<file path="src/rtl/mem_access_pkg.sv">
// Shared types and constants for the M-stage data access sequencer.
package mem_access_pkg;

    typedef enum logic [1:0] {
        IDLE = 2'd0,
        BUSY = 2'd1,
        DONE = 2'd2
    } da_state_t;

    localparam int BEATS_VEC  = 4;
    localparam int BEAT_BYTES = 4;

endpackage

</file>
<file path="src/rtl/data_access_unit.sv">
// Serialises scalar and 128-bit vector loads/stores onto the 32-bit data memory
// port and stalls the pipeline through BusyDA while an access is in flight.
//
// state | meaning
// IDLE  | waiting for a load/store in M; beat 0 goes out in the same cycle
// BUSY  | issuing beats and/or collecting read responses
// DONE  | access complete, results valid; pipeline advances once
module data_access_unit
    import mem_access_pkg::*;
#(
    parameter int ADDR_W = 32,
    parameter int DATA_W = 32,
    parameter int VEC_W  = 128
) (
    input  logic                clk,
    input  logic                rst_n,
    input  logic                MemReadM,
    input  logic                MemWriteM,
    input  logic                VecM,
    input  logic [ADDR_W-1:0]   ALUResultM,
    input  logic [DATA_W-1:0]   WriteDataM,
    input  logic [VEC_W-1:0]    WriteDataVM,
    output logic                BusyDA,
    output logic [DATA_W-1:0]   ReadDataM,
    output logic [VEC_W-1:0]    ReadDataVM,
    output logic                mem_req,
    output logic                mem_we,
    output logic [ADDR_W-1:0]   mem_addr,
    output logic [DATA_W-1:0]   mem_wdata,
    input  logic                mem_gnt,
    input  logic                mem_rvalid,
    input  logic [DATA_W-1:0]   mem_rdata
);

    localparam int BEATS = VEC_W / DATA_W;

    da_state_t state, stateNext;
    logic [2:0] issueCnt, rspCnt, issueNext, rspNext, beats;
    logic [BEATS-1:0][DATA_W-1:0] readBuf;
    logic [BEATS-1:0][DATA_W-1:0] wrVec;
    logic [ADDR_W-1:0] baseAddr;
    logic access, isRead, grant, rspTake, allDone;

    assign access = MemReadM | MemWriteM;
    // A simultaneous read and write request is handled as a read.
    assign isRead = MemReadM;
    assign beats  = VecM ? 3'(BEATS_VEC) : 3'd1;
    assign wrVec  = WriteDataVM;

    assign baseAddr = VecM ? {ALUResultM[ADDR_W-1:4], 4'b0000}
                           : {ALUResultM[ADDR_W-1:2], 2'b00};

    assign mem_req   = ((state == IDLE) & access) | ((state == BUSY) & (issueCnt < beats));
    assign mem_we    = MemWriteM & ~MemReadM;
    assign mem_addr  = baseAddr + ADDR_W'({issueCnt, 2'b00});
    assign mem_wdata = VecM ? wrVec[issueCnt[1:0]] : WriteDataM;

    assign BusyDA = ((state == IDLE) & access) | (state == BUSY);

    assign grant = mem_req & mem_gnt;
    // Responses only count while a granted read is still outstanding.
    assign rspTake = (state == BUSY) & mem_rvalid & isRead & (rspCnt < issueCnt);

    assign issueNext = issueCnt + {2'b00, grant};
    assign rspNext   = rspCnt + {2'b00, rspTake};
    assign allDone   = (issueNext == beats) & (~isRead | (rspNext == beats));

    always_comb begin
        stateNext = state;
        case (state)
            IDLE:    if (access) stateNext = allDone ? DONE : BUSY;
            BUSY:    if (allDone) stateNext = DONE;
            DONE:    stateNext = IDLE;
            default: stateNext = IDLE;
        endcase
    end

    always_ff @(posedge clk or negedge rst_n) begin
        if (!rst_n) begin
            state    <= IDLE;
            issueCnt <= 3'd0;
            rspCnt   <= 3'd0;
        end else begin
            state <= stateNext;
            if (state == DONE) begin
                issueCnt <= 3'd0;
                rspCnt   <= 3'd0;
            end else begin
                issueCnt <= issueNext;
                rspCnt   <= rspNext;
            end
        end
    end

    always_ff @(posedge clk or negedge rst_n) begin
        if (!rst_n) begin
            readBuf <= '0;
        end else if (rspTake) begin
            readBuf[rspCnt[1:0]] <= mem_rdata;
        end
    end

    assign ReadDataVM = readBuf;
    assign ReadDataM  = readBuf[0];

endmodule

</file>
<file path="config.mk">
export PLATFORM = sky130hd
export DESIGN_NAME = data_access_unit
export DESIGN_NICKNAME = d
export VERILOG_FILES = /design/src/rtl/mem_access_pkg.sv /design/src/rtl/data_access_unit.sv
export SDC_FILE = /design/constraint.sdc
export NUM_CORES = 1
export LEC_CHECK = 0
export BUFFER_PORTS_ARGS = -buffer_cell sky130_fd_sc_hd__clkbuf_2
export CORE_AREA = 3 3 179 181
export DETAILED_ROUTE_END_ITERATION = 10
export DIE_AREA = 0 0 182 184
export GPL_ROUTABILITY_DRIVEN = 0
export PLACE_DENSITY_LB_ADDON = 0.1
export SYNTH_ARGS = -nofsm -noshare
export SYNTH_HDL_FRONTEND = slang
export SYNTH_SLANG_ARGS = --single-unit
</file>
<file path="constraint.sdc">
create_clock -name clk -period 4.7 [get_ports clk]
set_input_delay 0.235 -clock clk [delete_from_list [all_inputs] [get_ports clk]]
set_output_delay 0.235 -clock clk [all_outputs]
set_load 0.1 [all_outputs]
</file>
==> metrics.log, run 1 <==
[metrics] outcome: finished, final reports clean
[metrics] post-layout utilization of the core: about a third
[metrics] crit-path max cell delay: 0.76 ns
[metrics] setup repair after global routing missed its margin: false
[metrics] count of final setup violators: 0
[metrics] wire length per cell: 19.6 um
[metrics] number of synthesized register bits: between 100 and 150
[metrics] highest achievable clock rate: 282 MHz
[metrics] number of top-level pins: around 460
[metrics] maximum root-to-sink buffer count: 2
[metrics] Synth warnings: 0
[metrics] number of cells upsized or downsized after cts: 0
[metrics] slack of the worst reg-to-reg path: ~2 ns
[metrics] worst-path cell with the longest stage delay: a2111oi_0
[metrics] slew at the pin closest to its max-slew limit: around 1.2 ns
[metrics] Max H-tree Level: 4
[metrics] MaxCap Viol Count: 0
[metrics] hold path endpoint: ReadDataVM[97]
[metrics] WP buf/inv: 2
[metrics] number of distinct library cells after synthesis: between 40 and 50
[metrics] clk sink count: approximately 140
[metrics] worst-case headroom to the max-slew limit: between 20% and 30%
[metrics] Vias: 5935
[metrics] placeable core region: just over 30000 sq um
[metrics] max-slew violations: 0
[metrics] number of design rule violations left after detail routing: 0
[metrics] net count of the finished layout: between 1000 and 1500
[metrics] number of nets with antenna violations after detailed routing: 0
[metrics] worst skew pair latency: ~0.42 ns
[metrics] Die Y: around 180 um
[metrics] average vias per placed instance: about 4.4
[metrics] WHS Path Cells: 2
[metrics] fraction of synthesized area in multiplexers: a little over a third
[metrics] Mapped Cells: about 520
[metrics] peak fanout along the critical path: 4
[metrics] Global Route Usage Sum: between 15 and 20%
[metrics] min setup slack post-route: about 1.2 ns
[metrics] layer carrying the most global-route usage: met2
[metrics] Synth Area in Compound Gates: approximately 2.5%
[metrics] detailed router's first-iteration violation count: ~150
[metrics] worst r2r path cells: 6
[metrics] HPWL Detailed: approximately 21000 um
[metrics] min-delay src: mem_rdata[1]
[metrics] count of flip-flops with a built-in enable after synthesis: 0
[metrics] detailed-routing iteration count for the pre-antenna-repair pass: 4
[metrics] endpoint required time on the critical path: roughly 4.5 ns
[metrics] dominant delay contributor by cell family on the critical path: compound AO/OA/AOI/OAI gates
[metrics] type of element capturing the critical path: output port
[metrics] fraction of the mapped netlist area in simple logic gates: under 10%
[metrics] die width: 182 um
[metrics] M2 GR Usage: just under 30%
[metrics] synthesis-to-finish area growth: 40.3%
[metrics] Crit Path Class: reg2out
[metrics] global routing usage on met1: 17.0%
[metrics] total negative slack: 0 ns
[metrics] fraction of registers with async set or reset after synthesis: 100%
[metrics] class of the tightest hold or removal check: in2reg
[metrics] number of placement rows: 64
[metrics] proportion of layout cells with a drive suffix above 1: ~72%
[metrics] clock-pin slew of the registers on the worst-case setup and hold paths: ~0.070 ns
[metrics] ordered list of cells on the worst path: ha_1 > inv_1 > fa_1 > nand2b_1 > a2111oi_0 > nand3_1 > xnor2_1 > clkbuf_2
[metrics] wire length of the first global-routing pass: between 30000 and 40000 um
[metrics] stages on the worst setup path: 8
[metrics] hold violation count in the final report: 0
[metrics] combinational family with the most area after synthesis: multiplexers
[metrics] input/output buffers: about 450
[metrics] Synth Area in XOR/XNOR: about 3.5%
[metrics] post-synthesis average cell area: around 15 sq um
[metrics] FF-to-FF Start: issueCnt[0]
[metrics] number of clock buffers inserted by TritonCTS: 17
[metrics] post-synthesis cell area: 7590 sq um
[metrics] initial antenna violation count: 2
[metrics] Top FF cell, synth: dfrtp_1
[metrics] die area: 33500 sq um
[metrics] sequential area share after synthesis: between 40 and 50%
[metrics] reg-to-reg critical path endpoint: ReadDataVM[47]
[metrics] GRT met3 Usage: 4.21%
[metrics] maximum clock skew at final layout: between 0.015 and 0.02 ns
[metrics] remaining global-route overflow: 0
[metrics] aggregate routed wire length: between 20000 and 30000 um
[metrics] maximum number of pins on one net before global-route repair: 93
[metrics] clock tree root buffer cell: clkbuf_16
[metrics] clock period minus worst slack: approximately 3.5 ns
[metrics] Worst Path Arrival: 3.31 ns
[metrics] fraction of the mapped netlist area in adder cells: roughly 1.9%
[metrics] Critical Path Start Type: register
[metrics] number of global-route vias before repair: between 6000 and 7000
[metrics] pre-CTS setup slack: 1.35 ns
[metrics] initial standard-cell utilization of the core: around a quarter
[metrics] clock tree from TritonCTS: done
[metrics] fin crit share: 75.5%
state kept, by name, summed over array words and instances (netlist names):
| register | cells |
|---|---|
| state | 2 |
| ReadDataM | 32 |
| rspCnt | 3 |
| issueCnt | 3 |
| ReadDataVM | 96 |
through the flow:
step           cell area [sq um]  std cells  hold slack (ns)
6_report                   10600       1359           0.0845
5_1_grt                    10600       1359           0.0749
3_5_place_dp               10000       1324            0.392
3_3_place_gp               10000       1324            0.400
4_1_cts                    10600       1357           0.0690
2_1_floorplan               7590        524          -0.0606
how the worst max path moves through the flow:
stage                      startpoint           end  slack, ns
after CTS                 issueCnt[0]  mem_addr[26]       1.11
after global routing      issueCnt[0]  mem_addr[30]       0.77
after global placement           VecM  mem_addr[26]       1.35
after floorplan           issueCnt[1]  mem_addr[28]       0.39
final                     issueCnt[0]  mem_addr[26]       1.15
after detailed placement         VecM  mem_addr[26]       1.35
cell usage in the layout (no fill, tap or decap), types with 4 or more instances in the layout:
| master | netlist | routed |
|---|---|---|
| inv_1 | 10 | 10 |
| buf_4 | 41 | 9 |
| mux2_4 | 60 | 60 |
| mux2_2 | 96 | 96 |
| and2_1 | 6 | 6 |
| mux2_1 | 4 | 4 |
| ha_1 | 10 | 10 |
| nand4_1 | 10 | 10 |
| xnor2_1 | 27 | 27 |
| nand3_1 | 10 | 10 |
| dfrtp_1 | 136 | 135 |
| clkbuf_2 | 0 | 452 |
| inv_6 | 0 | 4 |
| nor2_1 | 6 | 6 |
| and3_1 | 7 | 7 |
| nand2_1 | 9 | 9 |
| mux4_2 | 32 | 32 |
| nor2b_1 | 7 | 7 |
| clkbuf_16 | 0 | 17 |
kinds of logic (layout without fill, tap and decap cells):
family	count (synthesis)	in the layout
mux	194	194
fa+ha+maj	11	11
xor+xnor	30	30
flops	136	136
simple gates	65	65
other cells	1	4
buf+inv	68	505
compound gates	18	18
metal layers:
layer	part of all wire, %	routed length [um]
met1	37	9900
met5	0	0
met4	2.0	537
met2	54	14500
met3	6.4	1710
layout make-up:
class | instances | area (sq um)
diodes | 2 | 5.00
clock buffers | 17 | 425
clock inverters | 15 | 191
fillers | 3158 | 19900
inverters | 10 | 37.5
multi-input cells | 320 | 3730
flip-flops and latches | 136 | 3400
well taps | 396 | 495
repair buffers | 463 | 2350
Yosys cell counts (9+ instances only):
master | instances | area share (%)
mux2_4 | 60 | 12
nand2_1 | 9 | 0.45
nand4_1 | 10 | 0.82
buf_4 | 41 | 4.1
xnor2_1 | 27 | 3.1
inv_1 | 10 | 0.49
mux4_2 | 32 | 9.5
mux2_2 | 96 | 14
nand3_1 | 10 | 0.66
ha_1 | 10 | 1.6
dfrtp_1 | 136 | 45
what timing repair did:
action | in CTS | in global routing
hold endpoints to repair | 91 | 0
hold buffers | 1 | 0
buffers inserted | 0 | 0
Power of run 1 is left out: the tool's default activity adds up to more than one toggle a clock period on the data nets, which glitch-free logic cannot reach.
==> run 2: changes to the inputs <==
==> constraint.sdc (replaced) <==
create_clock -name clk -period 3 [get_ports clk]
set_input_delay 0.15 -clock clk [delete_from_list [all_inputs] [get_ports clk]]
set_output_delay 0.15 -clock clk [all_outputs]
set_load 0.1 [all_outputs]
==> metrics.log, run 2 (synthesis gave the netlist of run 1 again) <==
[metrics] non-filler cells in the finished layout: 1389 (+2.2%)
[metrics] clock tree root buffer cell: clkbuf_16
[metrics] peak fanout along the critical path: 6 (+2)
[metrics] clock period minus worst slack: 2.84 ns
[metrics] Global Route Usage Sum: 15.6% (+0.059 points)
[metrics] MaxCap Viol Count: 0 (unchanged)
[metrics] proportion of layout cells with a drive suffix above 1: 73.9% (+2.1 points)
[metrics] wire length per cell: 19.4 um (-1.2%)
[metrics] wire length on met3: 1940 um (+13%)
[metrics] diode insertion count for antenna repair: 0 (-2)
[metrics] endpoint required time on the critical path: 2.85 ns (-1.62 ns)
[metrics] clock tree from TritonCTS: done
[metrics] placeable core region: 30600 sq um (unchanged)
[metrics] total negative slack: 0 ns (unchanged)
[metrics] Crit Path Class: reg2out
[metrics] worst-case headroom to the max-slew limit: 42.7% (+22 points)
[metrics] Largest register FFs: 96 (unchanged)
[metrics] post-layout utilization of the core: 38.5% (+3.7 points)
[metrics] crit-path max cell delay: 0.47 ns (-0.29 ns)
[metrics] minimum hold slack: 0.0200 ns (-0.0645 ns)
[metrics] wire length of the first global-routing pass: 40200 um (+1.8%)
[metrics] detailed router's first-iteration violation count: 149 (+1.4%)
[metrics] HPWL Detailed: 21200 um (+1.2%)
[metrics] maximum clock skew at final layout: 0.0156 ns (-0.000558 ns)
[metrics] slew at the pin closest to its max-slew limit: 0.852 ns (-0.330 ns)
[metrics] remaining global-route overflow: 0 (unchanged)
[metrics] input/output buffers: 453 (unchanged)
[metrics] initial standard-cell utilization of the core: 24.8% (unchanged)
[metrics] Die Y: 184 um (unchanged)
[metrics] Worst Path Arrival: 2.69 ns (-0.62 ns)
[metrics] number of clock buffers inserted by TritonCTS: 17 (unchanged)
[metrics] maximum number of pins on one net before global-route repair: 73 (-22%)
[metrics] number of placed instances with taps included: 1333 (+0.68%)
[metrics] min-delay src: mem_rdata[9]
[metrics] max-slew violations: 0 (unchanged)
[metrics] worst-path cell with the longest stage delay: fa_1
[metrics] highest achievable clock rate: about 350 MHz
[metrics] clock-pin slew of the registers on the worst-case setup and hold paths: 0.06 ns (about the same)
[metrics] initial antenna violation count: 0 (-2)
[metrics] class of the tightest hold or removal check: in2reg
[metrics] setup repair after global routing missed its margin: false
[metrics] reg-to-reg critical path endpoint: ReadDataVM[74]
[metrics] Vias: 6067 (+2.2%)
[metrics] slack of the worst reg-to-reg path: 0.43 ns (-1.56 ns)
[metrics] fin crit share: between 90% and 100%
[metrics] die width: 182 um (unchanged)
[metrics] WHS Path Cells: 2 (unchanged)
[metrics] commonest non-fill, non-tap cells in the layout: 422 x clkbuf_2, 135 x dfrtp_1, 96 x mux2_2, 60 x mux2_4, 32 x mux4_2
[metrics] most frequent standard cell in the layout excluding fill and tap cells: clkbuf_2
[metrics] count of final setup violators: 0 (unchanged)
[metrics] outcome: finished, final reports clean
[metrics] highest layer used for signal routing: met4
[metrics] met2 WL post-DR: 13500 um (-7.2%)
[metrics] maximum root-to-sink buffer count: 2 (unchanged)
[metrics] Max H-tree Level: 4 (unchanged)
[metrics] synthesis-to-finish area growth: 55.3%
[metrics] ordered list of cells on the worst path: inv_1 > fa_1 > nand2b_4 > a211oi_4 > buf_4 > buf_4 > nand3_1 > xnor2_4 > buf_12
[metrics] number of global-route vias before repair: 6425 (+1.9%)
[metrics] worst skew pair latency: 0.42 ns (about the same)
[metrics] clk sink count: 136 (unchanged)
[metrics] Worst Setup SP: issueCnt[1]
[metrics] library cell appearing most often on the critical path: buf_4
[metrics] Critical Path Start Type: register
[metrics] hold path endpoint: ReadDataVM[73]
[metrics] number of placement rows: 64 (unchanged)
[metrics] number of design rule violations left after detail routing: 0 (unchanged)
[metrics] WL met1: 11200 um (+13%)
[metrics] worst r2r path cells: 6 (unchanged)
[metrics] average vias per placed instance: 4.37 (about the same)
[metrics] FF-to-FF Start: issueCnt[0]
[metrics] number of top-level pins: 458 (unchanged)
[metrics] hold violation count in the final report: 0 (unchanged)
[metrics] type of element capturing the critical path: output port
[metrics] net count of the finished layout: 1222 (+2.7%)
[metrics] aggregate routed wire length: 26900 um (+1.0%)
[metrics] detailed-routing iteration count for the pre-antenna-repair pass: 4 (unchanged)
[metrics] die area: 33500 sq um (unchanged)
[metrics] number of nets with antenna violations after detailed routing: 0 (unchanged)
run 2: changes by cell type in the layout (fill, tap and decap cells not counted), moves of 3 or more:
cell,before,now
nand3_2,0,3
xnor2_2,0,8
xnor2_4,0,16
nand3_1,10,7
clkinvlp_4,1,4
bufinv_16,3,0
xor2_2,0,3
buf_12,0,31
clkbuf_2,452,422
dlygate4sd3_1,1,22
buf_4,9,19
xnor2_1,27,3
xor2_1,3,0
run 2: layout make-up:
class | instances | area [sq um]
clock buffers | 18 | 429
inverters | 10 | 37.5
clock inverters | 14 | 130
repair buffers | 495 | 3110
multi-input cells | 320 | 4180
flip-flops and latches | 136 | 3400
well taps | 396 | 495
fillers | 2989 | 18800
run 2: how the worst max path moves through the flow:
stage / endpoint
5_1_grt: mem_addr[12]
2_1_floorplan: mem_addr[25]
6_report: mem_addr[12]
3_5_place_dp: mem_addr[17]
3_3_place_gp: mem_addr[30]
4_1_cts: mem_addr[12]
run 2: per-layer routing:
metal / track usage (%) / up-vias
li1: - / 2798
met1: 19.3 / 3002
met4: 3.90 / 0
met3: 4.19 / 22
met2: 27.3 / 245
met5: 0 / -
run 2: metrics by stage:
stage / instance area, sq um / setup slack [ns]
2_1_floorplan: 8000 / 0.0122
3_3_place_gp: 10900 / 0.206
3_5_place_dp: 10900 / 0.126
4_1_cts: 11800 / 0.0305
5_1_grt: 11800 / 0.000477
6_report: 11800 / 0.164
run 2: critical path, delay by kind of cell, from the launching register on:
family | cells | cell delay [ns]
xor gates and xnor gates | 1 | 0.20
DFF | 1 | 0.41
AOI/OAI and AO/OA | 1 | 0.19
adders and majority gates | 1 | 0.47
and+or+nand+nor | 2 | 0.37
buffers and inverters | 4 | 0.63
run 2: timing repair:
action                                  4_1_cts  5_1_grt
endpoints found under the setup margin       15       11
resized for setup                             6        2
buffers inserted                              1        1
hold buffers                                 22        0
hold endpoints to repair                    139        0
pin swaps                                     2        1
Power of run 2 is left out for the same reason.
==> run 3: changes to the inputs <==
--- a/config.mk
+++ b/config.mk
@@ -11,6 +11,7 @@
 export DIE_AREA = 0 0 182 184
 export GPL_ROUTABILITY_DRIVEN = 0
 export PLACE_DENSITY_LB_ADDON = 0.1
+export SETUP_SLACK_MARGIN = 0.4
 export SYNTH_ARGS = -nofsm -noshare
 export SYNTH_HDL_FRONTEND = slang
 export SYNTH_SLANG_ARGS = --single-unit
==> metrics.log, run 3 (synthesis gave the netlist of run 1 again) <==
[metrics] type of element capturing the critical path: output port
[metrics] initial standard-cell utilization of the core: 24.8% (unchanged)
[metrics] Max H-tree Level: 4 (unchanged)
[metrics] Largest register FFs: 96 (unchanged)
[metrics] Crit Path Class: reg2out
[metrics] detailed-routing iteration count for the pre-antenna-repair pass: 4 (unchanged)
[metrics] number of design rule violations left after detail routing: 0 (unchanged)
[metrics] clk sink count: 136 (unchanged)
[metrics] endpoint required time on the critical path: 2.85 ns (about the same)
[metrics] fin crit share: 89.8% (-4.7 points)
[metrics] HPWL Detailed: 21600 um (+1.9%)
[metrics] clock tree from TritonCTS: done
[metrics] setup repair after global routing missed its margin: true
[metrics] Critical Path Start Type: register
[metrics] ordered list of cells on the worst path: ha_4 > inv_2 > fa_2 > nand2b_4 > a211oi_4 > buf_6 > nand4_1 > xnor2_4 > buf_12
[metrics] proportion of layout cells with a drive suffix above 1: 76.5% (+2.5 points)
[metrics] MaxCap Viol Count: 0 (unchanged)
[metrics] Global Route Usage Sum: 16.0% (+0.37 points)
[metrics] remaining global-route overflow: 0 (unchanged)
[metrics] number of nets with antenna violations after detailed routing: 0 (unchanged)
[metrics] slew at the pin closest to its max-slew limit: 0.980 ns (+0.128 ns)
[metrics] worst-path cell with the longest stage delay: dfrtp_2
[metrics] maximum number of pins on one net before global-route repair: 71 (-2.7%)
[metrics] net count of the finished layout: 1219 (-0.25%)
[metrics] clock-pin slew of the registers on the worst-case setup and hold paths: 0.07 ns (about the same)
[metrics] number of global-route vias before repair: 6372 (-0.82%)
[metrics] Die Y: 184 um (unchanged)
[metrics] synthesis-to-finish area growth: 57.5%
[metrics] commonest non-fill, non-tap cells in the layout: 423 x clkbuf_2, 134 x dfrtp_1, 96 x mux2_2, 60 x mux2_4, 32 x mux4_2
[metrics] worst skew pair latency: 0.41 ns (about the same)
[metrics] number of clock buffers inserted by TritonCTS: 17 (unchanged)
[metrics] peak fanout along the critical path: 5 (-1)
[metrics] maximum root-to-sink buffer count: 2 (unchanged)
[metrics] initial antenna violation count: 0 (unchanged)
[metrics] wire length per cell: 19.8 um (+2.1%)
[metrics] highest achievable clock rate: 371 MHz (+5.2%)
[metrics] worst-case headroom to the max-slew limit: 34.0% (-8.6 points)
[metrics] die width: 182 um (unchanged)
[metrics] total negative slack: 0 ns (unchanged)
[metrics] outcome: finished, final reports clean
[metrics] Worst Path Arrival: 2.54 ns (-0.15 ns)
[metrics] max-slew violations: 0 (unchanged)
[metrics] average vias per placed instance: 4.33 (-0.97%)
[metrics] die area: 33500 sq um (unchanged)
[metrics] clock tree root buffer cell: clkbuf_16
[metrics] diode insertion count for antenna repair: 0 (unchanged)
[metrics] count of final setup violators: 0 (unchanged)
[metrics] Vias: 5995 (-1.2%)
[metrics] input/output buffers: 453 (unchanged)
[metrics] most frequent standard cell in the layout excluding fill and tap cells: clkbuf_2
[metrics] number of placement rows: 64 (unchanged)
[metrics] crit-path max cell delay: 0.39 ns (-0.08 ns)
[metrics] hold violation count in the final report: 0 (unchanged)
[metrics] number of top-level pins: 458 (unchanged)
[metrics] maximum clock skew at final layout: 0.00997 ns (-0.00567 ns)
[metrics] wire length of the first global-routing pass: 40600 um (+1.1%)
[metrics] clock period minus worst slack: 2.69 ns (-0.141 ns)
[metrics] placeable core region: 30600 sq um (unchanged)
[metrics] aggregate routed wire length: 27400 um (+1.8%)
[metrics] detailed router's first-iteration violation count: 169 (+13%)
[metrics] class of the tightest hold or removal check: in2reg
## run 3: changes by cell type in the layout (fill, tap and decap cells not counted), moves of 2 or more
cell	delta
inv_1	-2
ha_1	-2
xnor2_2	-3
nand3_4	+5
inv_2	+2
buf_4	+2
dlygate4sd3_1	-12
bufinv_16	+2
nand3_1	-6
clkbuf_8	+2
ha_4	+2
buf_6	+6
xnor2_4	+4
inv_8	-2
## run 3: metrics by stage
step	utilization [%]	cell area (sq um)	cells	hold slack, ns	setup slack (ns)
after global routing	39.1	12000	1386	0.00786	0.193
after CTS	38.9	11900	1381	0.00000150	0.234
after global placement	36.0	11000	1330	0.203	0.253
after floorplan	-	8170	524	-0.146	0.0485
after detailed placement	36.0	11000	1330	0.195	0.270
final	39.1	12000	1386	0.0161	0.305
## run 3: area by class of cell
class	count	area, sq um
Tap cell	396	495
Clock inverter	12	140
Inverter	10	37.5
Clock buffer	20	447
Timing Repair Buffer	492	3070
Sequential cell	136	3410
Multi-Input combinational cell	320	4360
Fill cell	3007	18600
## run 3: path summary, 6_finish.rpt
check	startpoint	end	slack, ns	depth (start not counted)
worst min register to register	ReadDataVM[49]	ReadDataVM[49]	0.49	1
max in group asynchronous	rst_n	rspCnt[0]	1.86	3
min in group asynchronous	rst_n	ReadDataM[23]	0.29	2
worst max-delay path	issueCnt[0]	mem_addr[20]	0.31	9
worst max register to register	issueCnt[0]	state[1]	0.51	10
worst min-delay path	mem_rdata[6]	ReadDataVM[70]	0.02	2
## run 3: critical path, delay by kind of cell (launching register included)
kind	cells	cell delay (ns)
xor+xnor	1	0.27
fa+ha+maj	2	0.48
buf+inv	3	0.39
compound gates	1	0.21
simple gates	2	0.39
flops	1	0.39
## run 3: layer usage
metal / global-route usage, % / wire length [um] / share of wire [%] / vias up
met4: 3.08 / 234 / 0.85 / 0
met5: 0 / 0 / 0 / -
met2: 26.7 / 13300 / 48 / 250
met3: 4.53 / 1990 / 7.2 / 15
met1: 20.9 / 11900 / 43 / 2929
li1: - / - / - / 2801
## run 3: what timing repair did
action	in CTS	in global routing
hold buffers	8	2
pin swaps	19	13
setup buffers	11	3
endpoints found under the hold margin	79	2
resized for setup	20	4
endpoints found under the setup margin	144	141
Power of run 3 is left out for the same reason.
